<file path="src/rtl/spram_ctrl.sv">
// Host-side controller for one 16K x 16 single-port RAM macro: request/response channel plus power management.
// Optional deep-sleep state is compiled in with `define SPRAM_SLEEP_EN.
module spram_ctrl #(
  parameter int IDLE_TIMEOUT      = 64,
  parameter int WAKE_CYCLES       = 2,
  parameter int SLEEP_TIMEOUT     = 1024,
  parameter int SLEEP_WAKE_CYCLES = 8
) (
  input  logic        clk,
  input  logic        rst_n,
  input  logic        req_valid,
  output logic        req_ready,
  input  logic        req_we,
  input  logic [13:0] req_addr,
  input  logic [15:0] req_wdata,
  input  logic [1:0]  req_be,
  output logic        rsp_valid,
  output logic [15:0] rsp_rdata,
  output logic [1:0]  pwr_state,
  output logic [13:0] ram_address,
  output logic [15:0] ram_datain,
  output logic [3:0]  ram_maskwren,
  output logic        ram_wren,
  output logic        ram_chipselect,
  output logic        ram_standby,
  output logic        ram_sleep,
  output logic        ram_poweroff,
  input  logic [15:0] ram_dataout
);

  typedef enum logic [1:0] {
    ST_ACTIVE  = 2'd0,
    ST_STANDBY = 2'd1,
    ST_WAKE    = 2'd2,
    ST_SLEEP   = 2'd3
  } state_t;

  localparam bit          IDLE_EN   = (IDLE_TIMEOUT != 0);
  localparam logic [15:0] IDLE_LAST = 16'(IDLE_TIMEOUT - 1);
  localparam logic [15:0] WAKE_LOAD = 16'(WAKE_CYCLES);
`ifdef SPRAM_SLEEP_EN
  localparam logic [15:0] SLEEP_LAST = 16'(SLEEP_TIMEOUT - 1);
  localparam logic [15:0] SLEEP_LOAD = 16'(SLEEP_WAKE_CYCLES);
`endif

  state_t      r_state, w_state_nxt;
  logic [15:0] r_idle_cnt, w_idle_cnt_nxt;
  logic [15:0] r_wake_cnt, w_wake_cnt_nxt;
  logic        r_req_ready;
  logic        r_ram_standby;
  logic        r_rsp_valid;
  logic        w_accept;

  assign w_accept = req_valid & r_req_ready;

  // Next-state logic: idle counting, standby/sleep entry and timed wake-up
  always_comb begin
    w_state_nxt    = r_state;
    w_idle_cnt_nxt = r_idle_cnt;
    w_wake_cnt_nxt = r_wake_cnt;
    case (r_state)
      ST_ACTIVE: begin
        // In ACTIVE a present request is always accepted, so it wins over idle expiry
        if (w_accept) begin
          w_idle_cnt_nxt = 16'd0;
        end else if (IDLE_EN && (r_idle_cnt >= IDLE_LAST)) begin
          w_state_nxt    = ST_STANDBY;
          w_idle_cnt_nxt = 16'd0;
        end else begin
          w_idle_cnt_nxt = r_idle_cnt + 16'd1;
        end
      end
      ST_STANDBY: begin
        if (req_valid) begin
          w_state_nxt    = ST_WAKE;
          w_wake_cnt_nxt = WAKE_LOAD;
          w_idle_cnt_nxt = 16'd0;
`ifdef SPRAM_SLEEP_EN
        end else if (r_idle_cnt >= SLEEP_LAST) begin
          w_state_nxt    = ST_SLEEP;
          w_idle_cnt_nxt = 16'd0;
        end else begin
          w_idle_cnt_nxt = r_idle_cnt + 16'd1;
        end
`else
        end else begin
          w_idle_cnt_nxt = r_idle_cnt;
        end
`endif
      end
      ST_WAKE: begin
        if (r_wake_cnt <= 16'd1) begin
          w_state_nxt    = ST_ACTIVE;
          w_wake_cnt_nxt = 16'd0;
          w_idle_cnt_nxt = 16'd0;
        end else begin
          w_wake_cnt_nxt = r_wake_cnt - 16'd1;
        end
      end
      ST_SLEEP: begin
`ifdef SPRAM_SLEEP_EN
        if (req_valid) begin
          w_state_nxt    = ST_WAKE;
          w_wake_cnt_nxt = SLEEP_LOAD;
          w_idle_cnt_nxt = 16'd0;
        end else begin
          w_state_nxt = ST_SLEEP;
        end
`else
        w_state_nxt = ST_ACTIVE;
`endif
      end
      default: begin
        w_state_nxt = ST_ACTIVE;
      end
    endcase
  end

  // State, counters and registered status outputs
  always_ff @(posedge clk or negedge rst_n) begin
    if (!rst_n) begin
      r_state       <= ST_ACTIVE;
      r_idle_cnt    <= 16'd0;
      r_wake_cnt    <= 16'd0;
      r_req_ready   <= 1'b1;
      r_ram_standby <= 1'b0;
      r_rsp_valid   <= 1'b0;
    end else begin
      r_state       <= w_state_nxt;
      r_idle_cnt    <= w_idle_cnt_nxt;
      r_wake_cnt    <= w_wake_cnt_nxt;
      r_req_ready   <= (w_state_nxt == ST_ACTIVE);
      r_ram_standby <= (w_state_nxt == ST_STANDBY) || (w_state_nxt == ST_SLEEP);
      r_rsp_valid   <= w_accept & ~req_we;
    end
  end

`ifdef SPRAM_SLEEP_EN
  logic r_ram_sleep;

  // Sleep pin follows the registered SLEEP state
  always_ff @(posedge clk or negedge rst_n) begin
    if (!rst_n) begin
      r_ram_sleep <= 1'b0;
    end else begin
      r_ram_sleep <= (w_state_nxt == ST_SLEEP);
    end
  end

  assign ram_sleep = r_ram_sleep;
`else
  assign ram_sleep = 1'b0;
`endif

  assign req_ready      = r_req_ready;
  assign pwr_state      = r_state;
  assign ram_standby    = r_ram_standby;
  assign ram_poweroff   = 1'b1;
  // The macro registers its read internally, so DATAOUT lines up with the response cycle
  assign rsp_valid      = r_rsp_valid;
  assign rsp_rdata      = ram_dataout;
  assign ram_chipselect = w_accept;
  assign ram_address    = req_addr;
  assign ram_datain     = req_wdata;
  assign ram_wren       = req_we;
  assign ram_maskwren   = {req_be[1], req_be[1], req_be[0], req_be[0]};

endmodule

</file>
<file path="config.mk">
export PLATFORM = sky130hd
export DESIGN_NAME = spram_ctrl
export DESIGN_NICKNAME = d
export VERILOG_FILES = /design/src/rtl/spram_ctrl.sv
export SDC_FILE = /design/constraint.sdc
export NUM_CORES = 1
export LEC_CHECK = 0
export CAP_MARGIN = 25
export CORE_MARGIN = 1.5
export CORE_UTILIZATION = 41
export DETAILED_ROUTE_END_ITERATION = 8
export PLACE_DENSITY_LB_ADDON = 0.15
export SETUP_SLACK_MARGIN = 0.2
export SLEW_MARGIN = 20
export SYNTH_ARGS = -nofsm -noshare
export SYNTH_HDL_FRONTEND = slang
export SYNTH_SLANG_ARGS = --single-unit
</file>
<file path="constraint.sdc">
create_clock -name clk -period 2.9 [get_ports clk]
set_input_delay 0.435 -clock clk [delete_from_list [all_inputs] [get_ports clk]]
set_output_delay 0.435 -clock clk [all_outputs]
set_load 0.03 [all_outputs]
</file>
==> impl_metrics.csv, run 1 <==
group,metric,value,unit
sta,rsz0062_at_grt,"no",
clock_network,clk_latency,0.29,ns
route,antenna_left,0,
global_route,grt_pass1_vias,1605,
floorplan,row_count,27,
pwr,finalPower,0.9172,mW
clock_network,clockRootBuffer,"clkbuf_8",
synth,netlist_top_cells_area,"dfrtp_1 39%, buf_4 17%, nor2_1 3.9%",
place,post_dp_cell_area,0.002130,mm^2
route,drt_wl_total,4.131,mm
critical_path,worstPathArrival,1.86,ns
synth,synth_top_cell_by_area,"dfrtp_1",
critical_path,r2r-end,"r_wake_cnt[12]",
floorplan,dieArea,0.006137,mm^2
flow_run,cap_violations,0,
sta,final.setup.worst_slack,0.6015,ns
place,dp_hpwl,2.995,mm
finish,final_cells,290,
route,routed_via_density,5.314,
min_path,worst_hold_path_type,"in2async",
floorplan,die_w,78.34,um
clock_network,cts_tree,"built",
place,place_ws,0.4556,ns
critical_path,reg2reg_depth,7,
floorplan,coreArea,0.005507,mm^2
critical_path,r2r_setup_slack,0.62,ns
sta,hold_viol_final,0,
global_route,grtUsageTotal,0.1542,
clock_network,numCtsBuffers,5,
global_route,grt_util_met2,0.2504,
critical_path,cp-end-kind,"primary output",
floorplan,ios,111,
sta,slew_headroom,0.4471,
sta,period_minus_slack,2.298,ns
synth,synth.net_count,312,
finish,area_delta_synth_final,-4.785,%
sta,fin_hold_ws,0.2431,ns
clock_network,cts-resized-gates,0,
clock_network,cts_hold_buf,0,
synth,synth_top_area_frac,0.3871,
critical_path,r2r_start,"pwr_state[1]",
synth,synth.distinct_cells,45,
sta,tightest_slew,0.8293,ns
critical_path,worstSetupPathType,"in2out",
run_status,status,"finished clean",
global_route,busiest_layer,"met2",
global_route,grtUsageMet1,0.1914,
synth,yosysMostFrequentCell,"buf_4",
global_route,grt_max_degree,38,
clock_network,post-cts-setup-buffers,0,
clock_network,htreeDepth,2,
sta,setup_viol,0,
global_route,grt_overflow_total,0,
synth,synthArstFlopShare,1.000,
finish,fin_area,0.002216,mm^2
synth,yosys-top-cells-count,"53 x buf_4, 36 x dfrtp_1, 24 x nor2_1",
critical_path,cp.required,2.47,ns
route,drt_iter0_drc,66,
sta,fmax,435.1,MHz
global_route,grt.met3_usage,0.04651,
synth,ys_seq_area_frac,0.3984,
route,firstDrtPassIters,4,
finish,drive_gt1_frac,0.09174,
finish,layout.nets,276,
sta,setup_tns,0,ns
place,place.gp.congestion,0.7599,
clock_network,clk_path_buf_depth,2,
clock_network,clkSlewWorstSetupHoldPaths,0.08,ns
synth,avgSynthCellArea,9.199,um^2
synth,syn_inst,253,
sta,skew,0.007062,ns
critical_path,startpoint_type,"input pin",
pwr,ir_drop,0.2390,mV
global_route,grt_pass1_wl,7.417,mm
route,drc,0,
finish,diodes,0,
synth,syn-cell-area,0.002327,mm^2
synth,ys_seq_elements,37,
floorplan,die_y,78.34,um
synth,yosys_warnings,0,
synth,synth-edff-count,0,
route,avgRoutedWirePerCell,14.24,um
floorplan,start_util,0.4226,
global_route,antenna_found_initial,0,
place,numPortBuffers,10,
pwr,power_density,413.9,mW/mm^2
critical_path,critPathCapture,"ram_chipselect",
pwr,p_leak,1.022,nW
sta,post-route-period-util,0.7926,
critical_path,critPathMaxFanout,5,
place,dp_cells,282,
sta,slew_viol_final,0,
finish,final_util,0.4024,
route,via_count,1541,
critical_path,crit_start,"req_valid",
finish,fill_cells,556,
clock_network,clkSinkCount,37,
synth,synth-main-ff-cell,"dfrtp_1",
==> report_power, final <==
part / switching (mW) / total [mW] / internal, mW
Sequential: 0.00363 / 0.523 / 0.520
Combinational: 0.0292 / 0.0420 / 0.0128
Clock: 0.186 / 0.352 / 0.166
==> critical path: stages <==
cell and delay, ns:
clkdlybuf4s50_1 0.54, nand2_1 0.12, inv_1 0.10, clkdlybuf4s50_1 0.67
==> worst min-delay path by stage <==
stage,end,depth (start not counted),from
2_1_floorplan,pwr_state[0],0,rst_n
3_3_place_gp,r_idle_cnt[7],1,r_idle_cnt[7]
3_5_place_dp,r_idle_cnt[7],1,r_idle_cnt[7]
4_1_cts,r_wake_cnt[12],1,rst_n
5_1_grt,r_wake_cnt[8],1,rst_n
6_report,r_wake_cnt[10],1,rst_n
==> sequential cells by signal, summed over array words and instances, names as in the netlist <==
name	flops
req_ready	1
rsp_valid	1
r_idle_cnt	16
r_wake_cnt	16
ram_standby	1
pwr_state	2
==> metal layers <==
layer	wire length, um	share of wire	vias to the layer above
met1	1909	0.46	758
met3	132	0.032	7
li1	-	-	744
met2	2029	0.49	32
met5	0	0	-
met4	59	0.014	0
==> kinds of logic (layout without fill, tap and decap cells) <==
group	after synthesis	after routing	synth area share
xor gates and xnor gates	10	10	0.03764
muxes	2	2	0.009140
adders and majority gates	7	7	0.03763
other	2	2	0.003227
and+or+nand+nor	85	85	0.1984
buffers and inverters	71	36	0.2000
DFF	37	37	0.3984
AOI/OAI and AO/OA	39	39	0.1156
==> layout by cell type (no fill, tap or decap), types with 3 or more instances in the layout <==
master / count
nand3_1: 9
buf_4: 4
and2_1: 3
and3_1: 4
o21ai_0: 6
nand2_1: 17
clkbuf_8: 5
a21oi_1: 9
or3_1: 3
clkdlybuf4s50_1: 9
o31ai_1: 3
nor3_1: 6
ha_1: 7
nor2_1: 24
o22ai_1: 3
a41oi_1: 3
inv_1: 14
xor2_1: 8
dfrtp_1: 36
nor4_1: 3
==> cell type report <==
cell class | instances | area, um^2 | share of cell area
clock buffers | 5 | 68.82 | 0.03106
clock inverters | 3 | 17.52 | 0.007905
inverters | 14 | 52.55 | 0.02372
multi-input cells | 145 | 934.6 | 0.4218
flip-flops and latches | 37 | 927.1 | 0.4184
well taps | 72 | 90.09 | 0.04065
repair buffers | 14 | 125.1 | 0.05647
No activity file was read; power rests on OpenSTA's default activity.
==> run 2: changes to the inputs <==
==> constraint.sdc (replaced) <==
create_clock -name clk -period 2.16 [get_ports clk]
set_input_delay 0.324 -clock clk [delete_from_list [all_inputs] [get_ports clk]]
set_output_delay 0.324 -clock clk [all_outputs]
set_load 0.03 [all_outputs]
==> impl_metrics.csv, run 2 (synthesized netlist as in run 1, its figures left out) <==
group,metric,value,unit
place,post_dp_cell_area,0.002256,mm^2
sta,post-route-period-util,0.9278,
pwr,power_frac_seq,0.474,
pwr,switching_share,0.2045,
clock_network,cts_tree,"built",
critical_path,r2r-end,"r_idle_cnt[15]",
finish,area_delta_synth_final,10.75,%
critical_path,critical_path.top_delay_family,"simple AND/OR/NAND/NOR gates",
route,routed_via_density,5.156,
route,avgRoutedWirePerCell,14.68,um
finish,fin_area,0.002577,mm^2
sta,hold_viol_final,0,
critical_path,startpoint_type,"flop",
clock_network,clkSinkCount,37,
floorplan,dieArea,0.006137,mm^2
critical_path,cp_slowest_cell,"or4b_1",
floorplan,die_w,78.34,um
pwr,power_density,574.9,mW/mm^2
sta,skew,0.005539,ns
floorplan,ios,111,
floorplan,die_y,78.34,um
critical_path,r2r_setup_slack,0.16,ns
critical_path,path_depth,5,
floorplan,start_util,0.4226,
clock_network,cts_hold_buf,0,
clock_network,clk_latency,0.29,ns
sta,final.setup.worst_slack,0.1559,ns
finish,diodes,0,
critical_path,r2r_start,"r_wake_cnt[12]",
sta,setup_viol,0,
sta,rsz0062_at_grt,"yes",
clock_network,numCtsBuffers,5,
route,drc,0,
sta,slew_viol_final,0,
place,numPortBuffers,10,
run_status,status,"finished clean",
route,via_count,1619,
route,antenna_left,0,
finish,layout.nets,300,
pwr,clock_power_share,0.482,
pwr,comb_power_share,0.044,
flow_run,cap_violations,0,
finish,regArea,930.9,um^2
sta,period_minus_slack,2.004,ns
route,drt_iter0_drc,42,
pwr,finalPower,1.482,mW
critical_path,cp-end-kind,"flop",
pwr,switchingPower,0.3030,mW
finish,drive_gt1_frac,0.2769,
finish,multi_input_area,0.001055,mm^2
place,place.gp.congestion,0.7834,
finish,layout_commonest_cell,"dfrtp_1",
critical_path,critical_path.max_stage_delay,0.54,ns
critical_path,cp.required,2.38,ns
critical_path,critPathMaxFanout,4,
clock_network,clkSlewWorstSetupHoldPaths,0.08,ns
sta,fmax,499.0,MHz
sta,fin_hold_ws,0.06969,ns
clock_network,clockRootBuffer,"clkbuf_8",
place,place_ws,-0.01023,ns
global_route,grt_overflow_total,0,
finish,fill_cells,524,
clock_network,clk_path_buf_depth,2,
pwr,p_leak,1.192,nW
pwr,p_int,1.179,mW
route,firstDrtPassIters,4,
critical_path,path_cells,"nor4_4, o211ai_1, o41a_1, or4b_1, a21oi_2",
global_route,grt_pass1_vias,1652,
critical_path,path_buf_inv,0,
critical_path,worstPathArrival,2.22,ns
clock_network,htreeDepth,2,
finish,layout_common_cells,"33 x dfrtp_1, 28 x buf_4, 24 x nor2_1",
place,dp_hpwl,3.141,mm
global_route,grtUsageTotal,0.1594,
pwr,ir_drop,0.4831,mV
route,drt_wl_total,4.608,mm
global_route,grt_pass1_wl,7.755,mm
global_route,antenna_found_initial,0,
critical_path,reg2reg_depth,5,
finish,final_util,0.4681,
min_path,worst_hold_path_type,"in2async",
floorplan,coreArea,0.005507,mm^2
global_route,grt_max_degree,38,
critical_path,worstSetupPathType,"reg2reg",
floorplan,row_count,27,
run 2: power groups by stage:
stage	registers (mW)	clock network [mW]	logic [mW]
floorplan	0.717	0	0.204
global placement	0.716	0	0.0662
detailed placement	0.716	0	0.0664
CTS	0.703	0.737	0.0665
global route	0.704	0.764	0.0742
finish	0.703	0.714	0.0654
run 2: how the worst max path moves through the flow:
stage,start,to,slack (ns)
after detailed placement,req_valid,r_idle_cnt[15],-0.01
after CTS,r_wake_cnt[11],r_idle_cnt[15],0.16
after global placement,req_valid,r_idle_cnt[15],0.03
after floorplan,pwr_state[1],r_idle_cnt[15],0.11
final,r_wake_cnt[12],r_idle_cnt[15],0.16
after global routing,r_wake_cnt[13],r_idle_cnt[15],0.06
run 2: per-layer routing:
metal,share of wire,up-vias,GRT usage
li1,-,788,-
met1,0.48,811,0.2046
met2,0.48,11,0.2574
met3,0.027,9,0.04419
met4,0.012,0,0.05536
met5,0,-,0
run 2: final cells by class:
class / count / share of cell area
Clock inverter: 3 / 0.02524
Multi-Input combinational cell: 145 / 0.4092
Clock buffer: 5 / 0.02670
Sequential cell: 37 / 0.3612
Tap cell: 72 / 0.03495
Timing Repair Buffer: 38 / 0.1223
Inverter: 14 / 0.02039
run 2: repair_timing:
item                                   4_1_cts  5_1_grt
cloned                                       0        0
resized for setup                            4       16
pin swaps                                    5        5
setup endpoints to repair                   24       27
endpoints found under the hold margin        0        0
buffers inserted                             4        9
run 2: stage by stage:
stage / instances / TNS [ns]
finish: 314 / 0
detailed placement: 293 / -0.01023
floorplan: 253 / 0
global route: 314 / 0
global placement: 293 / 0
CTS: 305 / 0
run 2: worst reg2reg max path: stages, from the launching register on:
cell      delay [ns]
dfrtp_1         0.44
nor4_4          0.31
o211ai_1        0.17
o41a_1          0.35
or4b_1          0.54
a21oi_2         0.13
==> run 3: changes to the inputs <==
--- a/config.mk
+++ b/config.mk
@@ -6,7 +6,7 @@
 export NUM_CORES = 1
 export LEC_CHECK = 0
 export CAP_MARGIN = 25
-export CORE_MARGIN = 1.5
+export CORE_MARGIN = 2
 export CORE_UTILIZATION = 41
 export DETAILED_ROUTE_END_ITERATION = 8
 export PLACE_DENSITY_LB_ADDON = 0.15
==> impl_metrics.csv, run 3 (synthesized netlist as in run 1, its figures left out) <==
group,metric,value,unit
floorplan,die_y,79.34,um
global_route,grt_pass1_vias,1675,
critical_path,worstPathArrival,2.21,ns
finish,final_cells,317,
place,dp_hpwl,3.084,mm
pwr,power_density,487.2,mW/mm^2
sta,setup_viol,0,
clock_network,cts_tree,"built",
pwr,finalPower,1.240,mW
sta,skew,0.009362,ns
sta,hold_viol_final,0,
critical_path,startpoint_type,"flop",
finish,layout_common_cells,"32 x dfrtp_1, 28 x buf_4, 24 x nor2_1",
floorplan,die_w,79.34,um
finish,drive_gt1_frac,0.2653,
critical_path,critPathMaxFanout,6,
clock_network,clk_path_buf_depth,2,
route,drt_iter0_drc,41,
sta,setup_tns,0,ns
clock_network,clk_latency,0.29,ns
sta,period_minus_slack,1.982,ns
route,firstDrtPassIters,4,
route,routed_via_density,5.054,
sta,post-route-period-util,0.9177,
sta,rsz0062_at_grt,"yes",
flow_run,cap_violations,0,
critical_path,worstSetupPathType,"reg2reg",
global_route,grt_overflow_total,0,
run_status,status,"finished clean",
global_route,antenna_found_initial,0,
pwr,p_leak,1.184,nW
floorplan,dieArea,0.006295,mm^2
floorplan,row_count,27,
clock_network,clkSlewWorstSetupHoldPaths,0.08,ns
global_route,grt_max_degree,28,
place,dp_cells,292,
floorplan,coreArea,0.005507,mm^2
sta,fin_hold_ws,0.4373,ns
pwr,ir_drop,0.2708,mV
min_path,worst_hold_path_type,"in2async",
global_route,grtUsageTotal,0.1567,
place,numPortBuffers,10,
route,via_count,1602,
route,antenna_left,0,
sta,fmax,504.5,MHz
route,avgRoutedWirePerCell,14.06,um
route,drt_wl_total,4.457,mm
critical_path,cp-end-kind,"flop",
finish,area_delta_synth_final,9.409,%
critical_path,cp.required,2.39,ns
clock_network,numCtsBuffers,5,
floorplan,start_util,0.4226,
finish,final_util,0.4624,
floorplan,ios,111,
global_route,grt_pass1_wl,7.741,mm
sta,slew_viol_final,0,
finish,layout.nets,303,
route,drc,0,
clock_network,htreeDepth,2,
clock_network,clockRootBuffer,"clkbuf_8",
clock_network,clkSinkCount,37,
place,place.gp.congestion,0.7343,
finish,layout_commonest_cell,"dfrtp_1",
finish,diodes,0,
[run 3: where the power goes]
part           internal, mW  switching (mW)  leakage [nW]
logic                0.0232          0.0429         0.636
registers             0.698         0.00504         0.503
clock network         0.224           0.248        0.0450
[run 3: per-layer routing]
| layer | vias up | part of all wire | track usage |
|---|---|---|---|
| li1 | 789 | - | - |
| met1 | 775 | 0.48 | 0.2069 |
| met2 | 25 | 0.46 | 0.2364 |
| met3 | 13 | 0.037 | 0.04091 |
| met4 | 0 | 0.021 | 0.07931 |
| met5 | - | 0 | 0 |
[run 3: cell type report]
| cell class | instances | area, um^2 |
|---|---|---|
| repair buffers | 41 | 356.6 |
| well taps | 72 | 90.09 |
| clock buffers | 6 | 72.57 |
| clock inverters | 2 | 10.01 |
| flip-flops and latches | 37 | 932.1 |
| multi-input cells | 145 | 1032 |
| fillers | 536 | 2960 |
| inverters | 14 | 52.55 |
[run 3: repair_timing]
item | 4_1_cts | 5_1_grt
hold buffers | 1 | 0
hold endpoints to repair | 9 | 0
endpoints found under the setup margin | 3 | 20
gates resized for setup | 3 | 13
buffers inserted | 5 | 11
pin swaps | 4 | 7
[run 3: critical path: stages (launching register included)]
cell     delay [ns]
dfrtp_2        0.45
inv_2          0.07
ha_4           0.17
nor2b_4        0.13
or3_1          0.30
o41a_1         0.13
or4b_4         0.52
a21oi_2        0.14
[run 3: worst paths after layout]
check / start / endpoint / slack, ns / depth (start not counted)
max: pwr_state[1] / r_idle_cnt[15] / 0.18 / 7
min: rst_n / pwr_state[1] / 0.44 / 2
max reg2reg: pwr_state[1] / r_idle_cnt[15] / 0.18 / 7
min reg2reg: r_idle_cnt[7] / r_idle_cnt[7] / 0.52 / 1
max in group asynchronous: rst_n / r_wake_cnt[4] / 1.07 / 3
min in group clk: r_idle_cnt[7] / r_idle_cnt[7] / 0.52 / 1
[run 3: stage by stage]
stage,setup slack [ns],instance area (um^2)
floorplan,0.1118,2361
global placement,0.02600,2248
detailed placement,-0.01276,2248
CTS,0.1438,2394
global route,0.08009,2546
finish,0.1778,2546
